==> config.mk <==
export PLATFORM = sky130hd
export DESIGN_NAME = writeback_scoreboard_flat
export DESIGN_NICKNAME = d
export VERILOG_FILES = /design/src/rtl/writeback_scoreboard_if.sv /design/src/rtl/writeback_scoreboard.sv /design/src/flat_wrapper.sv
export SDC_FILE = /design/constraint.sdc
export NUM_CORES = 1
export LEC_CHECK = 0
export ABC_CLOCK_PERIOD_IN_PS = 3300
export BUFFER_PORTS_ARGS = -buffer_cell sky130_fd_sc_hd__buf_4
export CAP_MARGIN = 20
export CORE_ASPECT_RATIO = 0.8
export CORE_UTILIZATION = 40
export DETAILED_ROUTE_END_ITERATION = 8
export PLACE_DENSITY = 0.71
export SETUP_SLACK_MARGIN = 0.4
export SLEW_MARGIN = 20
export SYNTH_ARGS = -nofsm -noshare
export SYNTH_HDL_FRONTEND = slang
export SYNTH_SLANG_ARGS = --single-unit
==> constraint.sdc <==
create_clock -name clk -period 3.3 [get_ports clk]
set_input_delay 0.495 -clock clk [delete_from_list [all_inputs] [get_ports clk]]
set_output_delay 0.495 -clock clk [all_outputs]
set_load 0.02 [all_outputs]
==> src/rtl/writeback_scoreboard_if.sv <==
// Pipeline-side bundle for the writeback scoreboard: MEM/WB results, decode
// issue/source info, and the register file write port back out.
interface writeback_scoreboard_if #(
    parameter int DATA_W = 32,
    parameter int ADDR_W = 5
);
    logic              wb_valid;
    logic              wb_reg_wr;
    logic              wb_mem_to_reg;
    logic [ADDR_W-1:0] wb_dest;
    logic [DATA_W-1:0] wb_alu_result;
    logic [DATA_W-1:0] wb_mem_data;
    logic              issue_valid;
    logic              issue_reg_wr;
    logic [ADDR_W-1:0] issue_dest;
    logic [ADDR_W-1:0] inst_read_reg_addr1;
    logic [ADDR_W-1:0] inst_read_reg_addr2;
    logic              stall_flag;
    logic              reg_wr;
    logic [ADDR_W-1:0] reg_wr_addr;
    logic [DATA_W-1:0] reg_wr_data;
    logic              wb_underflow;

    modport master (
        output wb_valid, wb_reg_wr, wb_mem_to_reg, wb_dest, wb_alu_result, wb_mem_data,
        output issue_valid, issue_reg_wr, issue_dest, inst_read_reg_addr1, inst_read_reg_addr2,
        input  stall_flag, reg_wr, reg_wr_addr, reg_wr_data, wb_underflow
    );

    modport slave (
        input  wb_valid, wb_reg_wr, wb_mem_to_reg, wb_dest, wb_alu_result, wb_mem_data,
        input  issue_valid, issue_reg_wr, issue_dest, inst_read_reg_addr1, inst_read_reg_addr2,
        output stall_flag, reg_wr, reg_wr_addr, reg_wr_data, wb_underflow
    );
endinterface

==> src/rtl/writeback_scoreboard.sv <==
// Drives the register file write port from MEM/WB and tracks in-flight writes
// per register so decode stalls on RAW hazards or a saturated pending counter.
module writeback_scoreboard #(
    parameter int DATA_W   = 32,
    parameter int NUM_REGS = 32,
    parameter int CNT_W    = 2
) (
    input logic              clk,
    input logic              reset,
    writeback_scoreboard_if.slave bus
);
    localparam int ADDR_W = $clog2(NUM_REGS);

    logic [CNT_W-1:0] pend [NUM_REGS];
    logic             wb_acc;
    logic             issue_inc;
    logic             raw_hit;
    logic             sat_hit;
    logic             stall;

    assign wb_acc = bus.wb_valid && bus.wb_reg_wr && (bus.wb_dest != '0);

    always_comb begin
        raw_hit = ((bus.inst_read_reg_addr1 != '0) && (pend[bus.inst_read_reg_addr1] != '0)) ||
                  ((bus.inst_read_reg_addr2 != '0) && (pend[bus.inst_read_reg_addr2] != '0));
        sat_hit = bus.issue_reg_wr && (bus.issue_dest != '0) && (pend[bus.issue_dest] == '1);
        stall   = bus.issue_valid && (raw_hit || sat_hit);
    end

    assign bus.stall_flag = stall;
    assign issue_inc      = bus.issue_valid && bus.issue_reg_wr && (bus.issue_dest != '0) && !stall;

    always_ff @(posedge clk) begin
        if (reset) begin
            bus.reg_wr       <= 1'b0;
            bus.reg_wr_addr  <= '0;
            bus.reg_wr_data  <= '0;
            bus.wb_underflow <= 1'b0;
            for (int r = 0; r < NUM_REGS; r++) pend[r] <= '0;
        end else begin
            bus.reg_wr      <= wb_acc;
            bus.reg_wr_addr <= bus.wb_dest;
            bus.reg_wr_data <= bus.wb_mem_to_reg ? bus.wb_mem_data : bus.wb_alu_result;
            // Drain happens on the cycle the write is presented, so the mark
            // outlives the register file commit.
            if (bus.reg_wr && (pend[bus.reg_wr_addr] == '0)) bus.wb_underflow <= 1'b1;
            for (int r = 0; r < NUM_REGS; r++) begin
                if (issue_inc && (bus.issue_dest == ADDR_W'(r)) &&
                    !(bus.reg_wr && (bus.reg_wr_addr == ADDR_W'(r)))) begin
                    pend[r] <= pend[r] + CNT_W'(1);
                end else if (bus.reg_wr && (bus.reg_wr_addr == ADDR_W'(r)) &&
                             !(issue_inc && (bus.issue_dest == ADDR_W'(r)))) begin
                    if (pend[r] != '0) pend[r] <= pend[r] - CNT_W'(1);
                end
            end
        end
    end
endmodule

==> src/flat_wrapper.sv <==
// flat-port wrapper written by rule: the top's interface ports become plain ports
module writeback_scoreboard_flat 
#(
    parameter int DATA_W   = 32,
    parameter int NUM_REGS = 32,
    parameter int CNT_W    = 2
)
  (clk, reset, bus_wb_valid, bus_wb_reg_wr, bus_wb_mem_to_reg, bus_wb_dest, bus_wb_alu_result, bus_wb_mem_data, bus_issue_valid, bus_issue_reg_wr, bus_issue_dest, bus_inst_read_reg_addr1, bus_inst_read_reg_addr2, bus_stall_flag, bus_reg_wr, bus_reg_wr_addr, bus_reg_wr_data, bus_wb_underflow);
  writeback_scoreboard_if #(.DATA_W(DATA_W)) bus_i ();
  input logic clk;
  input logic reset;
  input wire logic [$bits(bus_i.wb_valid)-1:0] bus_wb_valid;
  input wire logic [$bits(bus_i.wb_reg_wr)-1:0] bus_wb_reg_wr;
  input wire logic [$bits(bus_i.wb_mem_to_reg)-1:0] bus_wb_mem_to_reg;
  input wire logic [$bits(bus_i.wb_dest)-1:0] bus_wb_dest;
  input wire logic [$bits(bus_i.wb_alu_result)-1:0] bus_wb_alu_result;
  input wire logic [$bits(bus_i.wb_mem_data)-1:0] bus_wb_mem_data;
  input wire logic [$bits(bus_i.issue_valid)-1:0] bus_issue_valid;
  input wire logic [$bits(bus_i.issue_reg_wr)-1:0] bus_issue_reg_wr;
  input wire logic [$bits(bus_i.issue_dest)-1:0] bus_issue_dest;
  input wire logic [$bits(bus_i.inst_read_reg_addr1)-1:0] bus_inst_read_reg_addr1;
  input wire logic [$bits(bus_i.inst_read_reg_addr2)-1:0] bus_inst_read_reg_addr2;
  output wire logic [$bits(bus_i.stall_flag)-1:0] bus_stall_flag;
  output wire logic [$bits(bus_i.reg_wr)-1:0] bus_reg_wr;
  output wire logic [$bits(bus_i.reg_wr_addr)-1:0] bus_reg_wr_addr;
  output wire logic [$bits(bus_i.reg_wr_data)-1:0] bus_reg_wr_data;
  output wire logic [$bits(bus_i.wb_underflow)-1:0] bus_wb_underflow;
  assign bus_i.wb_valid = bus_wb_valid;
  assign bus_i.wb_reg_wr = bus_wb_reg_wr;
  assign bus_i.wb_mem_to_reg = bus_wb_mem_to_reg;
  assign bus_i.wb_dest = bus_wb_dest;
  assign bus_i.wb_alu_result = bus_wb_alu_result;
  assign bus_i.wb_mem_data = bus_wb_mem_data;
  assign bus_i.issue_valid = bus_issue_valid;
  assign bus_i.issue_reg_wr = bus_issue_reg_wr;
  assign bus_i.issue_dest = bus_issue_dest;
  assign bus_i.inst_read_reg_addr1 = bus_inst_read_reg_addr1;
  assign bus_i.inst_read_reg_addr2 = bus_inst_read_reg_addr2;
  assign bus_stall_flag = bus_i.stall_flag;
  assign bus_reg_wr = bus_i.reg_wr;
  assign bus_reg_wr_addr = bus_i.reg_wr_addr;
  assign bus_reg_wr_data = bus_i.reg_wr_data;
  assign bus_wb_underflow = bus_i.wb_underflow;
  writeback_scoreboard #(.DATA_W(DATA_W), .NUM_REGS(NUM_REGS), .CNT_W(CNT_W)) u_core (.clk(clk), .reset(reset), .bus(bus_i));
endmodule
## Word level (Yosys, flattened, before mapping)

Memory sizes are Yosys's and may differ from the RTL's. A register that Yosys moved wholly into a read port is not among the register bits.
Index checks and enable logic that the tools add are counted.

| storage, ports and cells | value |
|---|---|
| flip-flop bits (word level) | 39 |
| bits in latches | 0 |
| memory bits (writable) | 64 |
| memory bits (read-only) | 0 |
| input bits | 91 |
| output and inout bits | 40 |
| word-level logic and storage cells | 767 |
| memories | 1 |

Memory list:

| name | depth | bits a word | read ports | clocked after Yosys merged registers in | write ports | line | RTL |
|---|---|---|---|---|---|---|---|
| u_core.pend | 32 | 2 | 36 | 1 | 32 | writeback_scoreboard.sv:14 | `logic [CNT_W-1:0] pend [NUM_REGS];` |

| operators by class | value |
|---|---|
| $add $sub $neg | 64 |
| $mul | 0 |
| divide/modulo/power cells | 0 |
| magnitude comparators | 0 |
| eq/ne operators | 63 |
| shifts and indexed selects | 0 |
| muxes and demuxes | 324 |
| bitwise operators | 64 |
| reduce and logical (&&, ||, !) cells | 247 |

Operators with widths:

| kind | count |
|---|---|
| 1-bit two-way mux | 258 |
| 5-bit == test, second input constant | 32 |
| 1-bit logical AND | 139 |
| 2-bit two-way mux | 64 |
| 5-bit by 4-bit == test with 1-bit output, second input constant | 16 |
| 2-bit nonzero test | 34 |
| 1-bit zero test | 65 |
| 2-bit by 1-bit adder with 2-bit output, second input constant | 32 |
| 1-bit bitwise OR | 64 |
| 2-bit by 1-bit subtractor with 2-bit output, second input constant | 32 |
| 5-bit by 3-bit == test with 1-bit output, second input constant | 8 |
| 32-bit two-way mux | 1 |
| 5-bit by 2-bit == test with 1-bit output, second input constant | 4 |
| 5-bit nonzero test | 4 |
| 5-bit by 1-bit == test with 1-bit output, second input constant | 2 |
| 5-bit zero test | 2 |
| 5-bit two-way mux | 1 |
| 2-bit == test, second input constant | 1 |
| 2-bit zero test | 1 |
| 1-bit logical OR | 2 |

## Depth between registers and ports, before layout

An unclocked memory read counts as a cell.

| depth | value |
|---|---|
| depth in word-level cells | 16 |
| depth in mapped cells | 11 |
| depth with buffers taken out | 8 |

## Least setup slack after synthesis

No wires, ideal clock.

| path | value |
|---|---|
| path kind | input to register |
| start | input bus_issue_dest[1] |
| end | memory u_core.pend[21][0] (enable) |
| library setup time | 253 ps |
| data arrival time | 2777 ps |
| data required time | 3047 ps |
| path slack | 271 ps |
| stages on the path | 9 |
| buffers on the path | 2 |
| cell sequence | buf_2 > inv_1 > mux4_2 > and3_1 > a211o_1 > buf_2 > nor4_1 > nor3_1 > a211o_1 |

RTL lines:

| item | line | RTL |
|---|---|---|
| start: declaration | flat_wrapper.sv:20 | `input wire logic [$bits(bus_i.issue_dest)-1:0] bus_issue_dest;` |
| end: declaration | writeback_scoreboard.sv:14 |  |

==> impl_results.md <==
* Htree depth at 3
* Die H at between 100 and 150 um
* Setup violators final at 0
* Worst path slowest cell: mux4_2
* Via density at 6.176
* Hold_ws at 347.4 ps
* Hold_sp: bus_wb_dest[0]
* Post-layout util at 55.98%
* Pre-antenna DRT Iters at 6
* Power, Total at ~3.4 mW
* Layout area overhead at 36.43%
* Synth warn at 0
* Worst slew margin at 38.24%
* Final Hold Fails at 0
* Sequential-to-total area share from yosys stat at between 30% and 40%
* R2r setup slk at 370 ps
* GPL Wtd Cong at about 1
* Diodes inserted at 0
* Required time worst endpoint at ~2800 ps
* Die Wd at ~150 um
* Max Cap Violations at 0
* Mapped Cells at between 700 and 800
* Tcrit/Tclk final at 89.29%
* Place WS at around 94 ps
* Placed cell count at ~1100
* Nets at 1035
* Clock sink count at between 100 and 150
* Met2 wire len at about 11000 um
* CP startpoint kind: register
* Mapped Avg Cell Area at 9.013 sq um
* Hold Path Sink: u_core.bus.reg_wr_addr[0]
* Wire per inst at between 20 and 25 um
* First-pass GRT wire length at 37960 um
* Layout fillers at roughly 1500
* Crit path arrival time at 2450 ps
* Outcome: completed
* FF-to-FF Start: u_core.pend[20][0]
* Max layer used: met4
* Commonest non-fill, non-tap cell in the layout: buf_4
* Synthesized area at approximately 6800 sq um
* Core Footprint at between 15000 and 20000 sq um
* Mapped Nets at roughly 850
* Vias in the first global route at 6747
* Synth Flop Type: edfxtp_1
* Congestion Overflow GR at 0
* Cell taking the most area after synthesis: edfxtp_1
* Share of cells above drive strength 1 at a little over a third
* Tmin final at around 3000 ps
* Largest net degree at the start of global routing at 83
* Port Buf Inserts at 130
* Top cell by count, worst path: buf_6
* Synth area leaders: edfxtp_1 (28%), dfxtp_1 (11%), mux2i_1 (6.0%)
* Post-synthesis cell type count at 63
* Worst r2r path cells at 8
* Later-pin clock latency in the skew report at 360 ps
* Layout Cells excl Fill at 1168
* Total global-route track usage at between 20% and 30%
* Antenna violations before repair at 0
* Wl on met1 at around 10000 um
* Critical Path Source: u_core.pend[21][1]
* PD cells at between 300 and 400 nW/um^2
* Clock transition at path regs at 80 ps
* Finished Cell Area at 9296 sq um
* Leakage at around 3.7 nW
* Die Area at 17560 sq um
* Bufs on Longest Clock Path at 2
* Post-DP Area at 8402 sq um
* Peak supply drop at approximately 0.25 mV
* Hold depth at 2
* Max incr delay on CP at between 400 and 500 ps
* Total Routed Length at 25230 um
* Antenna-violating nets left at 0
* Most frequent cells in the layout: buf_4 (219), nor2_1 (90), edfxtp_1 (64), nand2_1 (62), mux2i_1 (40)
* Post-synth EDFFs at 64
* CP Cell Sequence: and2_4 -> mux4_2 -> and3_4 -> a211o_1 -> buf_6 -> a21oi_2 -> nor2_1 -> o21a_1 -> buf_6
* Vias at between 7000 and 8000
* Hold_buf cts at 0
* Min setup slack post-route at about 350 ps
* DP HPWL at approximately 19000 um
* CTS root buf: clkbuf_16
* RSZ-0062 raised after global routing: true
* Fin. max-slew vios at 0
* WL met3 at roughly 3400 um
* Post-synth ARST share at 0%
* Setup Skew at 6.697 ps
* Fmax at around 340 MHz
* Top-level port count at 131
* Iter 0 DRT Violations at approximately 810
* CTS tree: yes
* Yosys top cell area share at between 20 and 30%
* Worst hold path class: in -> reg
* Least-Margin Pin Slew at slightly above 900 ps
* Drc violations at 0
* CP max FO at 2
* TritonCTS Buffers at 9
* Reg2reg end: u_core.pend[24][1]
* Starting Density at 41.03%
* Setup TNS at 0 ps
* Synth Register Bits at about 100
* Rows at 42
* Critical Path Sink Type: output port
* Crit path kind: reg -> out
[timing repair]
item,in CTS,in global routing
setup endpoints to repair,84,101
gates cloned,0,0
setup buffers,27,12
gates resized for setup,36,42
pin swaps,10,26
[cell usage after synthesis (all sizes together) (16+ instances only)]
cell type and n:
nor2 107, edfxtp 64, nand2 62, mux2i 41
nor3 41, dfxtp 39, a21oi 37, nand3 35
clkbuf 28, nor4 25, o21ai 23, a211o 20
buf 19, mux4 17, and2 16
[power by group]
part / total [mW] / internal, mW / switching, mW
Clock: 1.08 / 0.532 / 0.544
Combinational: 0.805 / 0.366 / 0.439
Sequential: 1.50 / 1.44 / 0.0635
Total: 3.38 / 2.34 / 1.05
[flip-flops by register name, summed over array words and instances (netlist names)]
signal                   count
u_core.bus.reg_wr            1
u_core.bus.reg_wr_addr       5
u_core.bus.reg_wr_data      32
u_core.bus.wb_underflow      1
u_core.pend                 64
[cells by family (layout without fill, tap and decap cells)]
kind of cell / after synthesis / count (layout) / synth area share (%)
mux: 62 / 62 / 12.36
buf+inv: 59 / 251 / 3.617
fa+ha+maj: 1 / 1 / 0.1836
simple gates: 358 / 358 / 26.15
xor+xnor: 14 / 14 / 1.800
compound gates: 159 / 159 / 16.23
flops: 103 / 103 / 39.66
[per-layer routing]
metal / up-vias / track usage [%]
met5: - / 0
met4: 0 / 10.18
met3: 81 / 8.958
met2: 480 / 44.25
met1: 3404 / 38.12
li1: 3249 / -
[worst max path at each step]
stage	end	cells after the start
final	bus_stall_flag	9
after global routing	bus_stall_flag	9
after CTS	u_core.pend[24][1]	8
after detailed placement	u_core.pend[29][1]	10
after global placement	u_core.pend[1][0]	9
after floorplan	u_core.pend[24][0]	7
[worst max-delay path: cells and delay by family, from the launching register on]
| kind | cells | cell delay (ps) |
|---|---|---|
| buffers and inverters | 2 | 280 |
| multiplexers | 1 | 450 |
| flip-flops | 1 | 410 |
| AO/OA/AOI/OAI | 3 | 560 |
| AND/OR/NAND/NOR | 3 | 400 |
[layout make-up]
| cell class | count | area, sq um | area share [%] |
|---|---|---|---|
| clock buffer | 10 | 229.0 | 2.463 |
| clock inverter | 6 | 60.06 | 0.6460 |
| inverter | 12 | 45.04 | 0.4845 |
| multi-input combinational | 594 | 4287 | 46.11 |
| sequential | 103 | 2703 | 29.07 |
| tap | 220 | 275.3 | 2.961 |
| timing repair buffer | 223 | 1698 | 18.26 |
No activity file was read; power rests on OpenSTA's default activity.
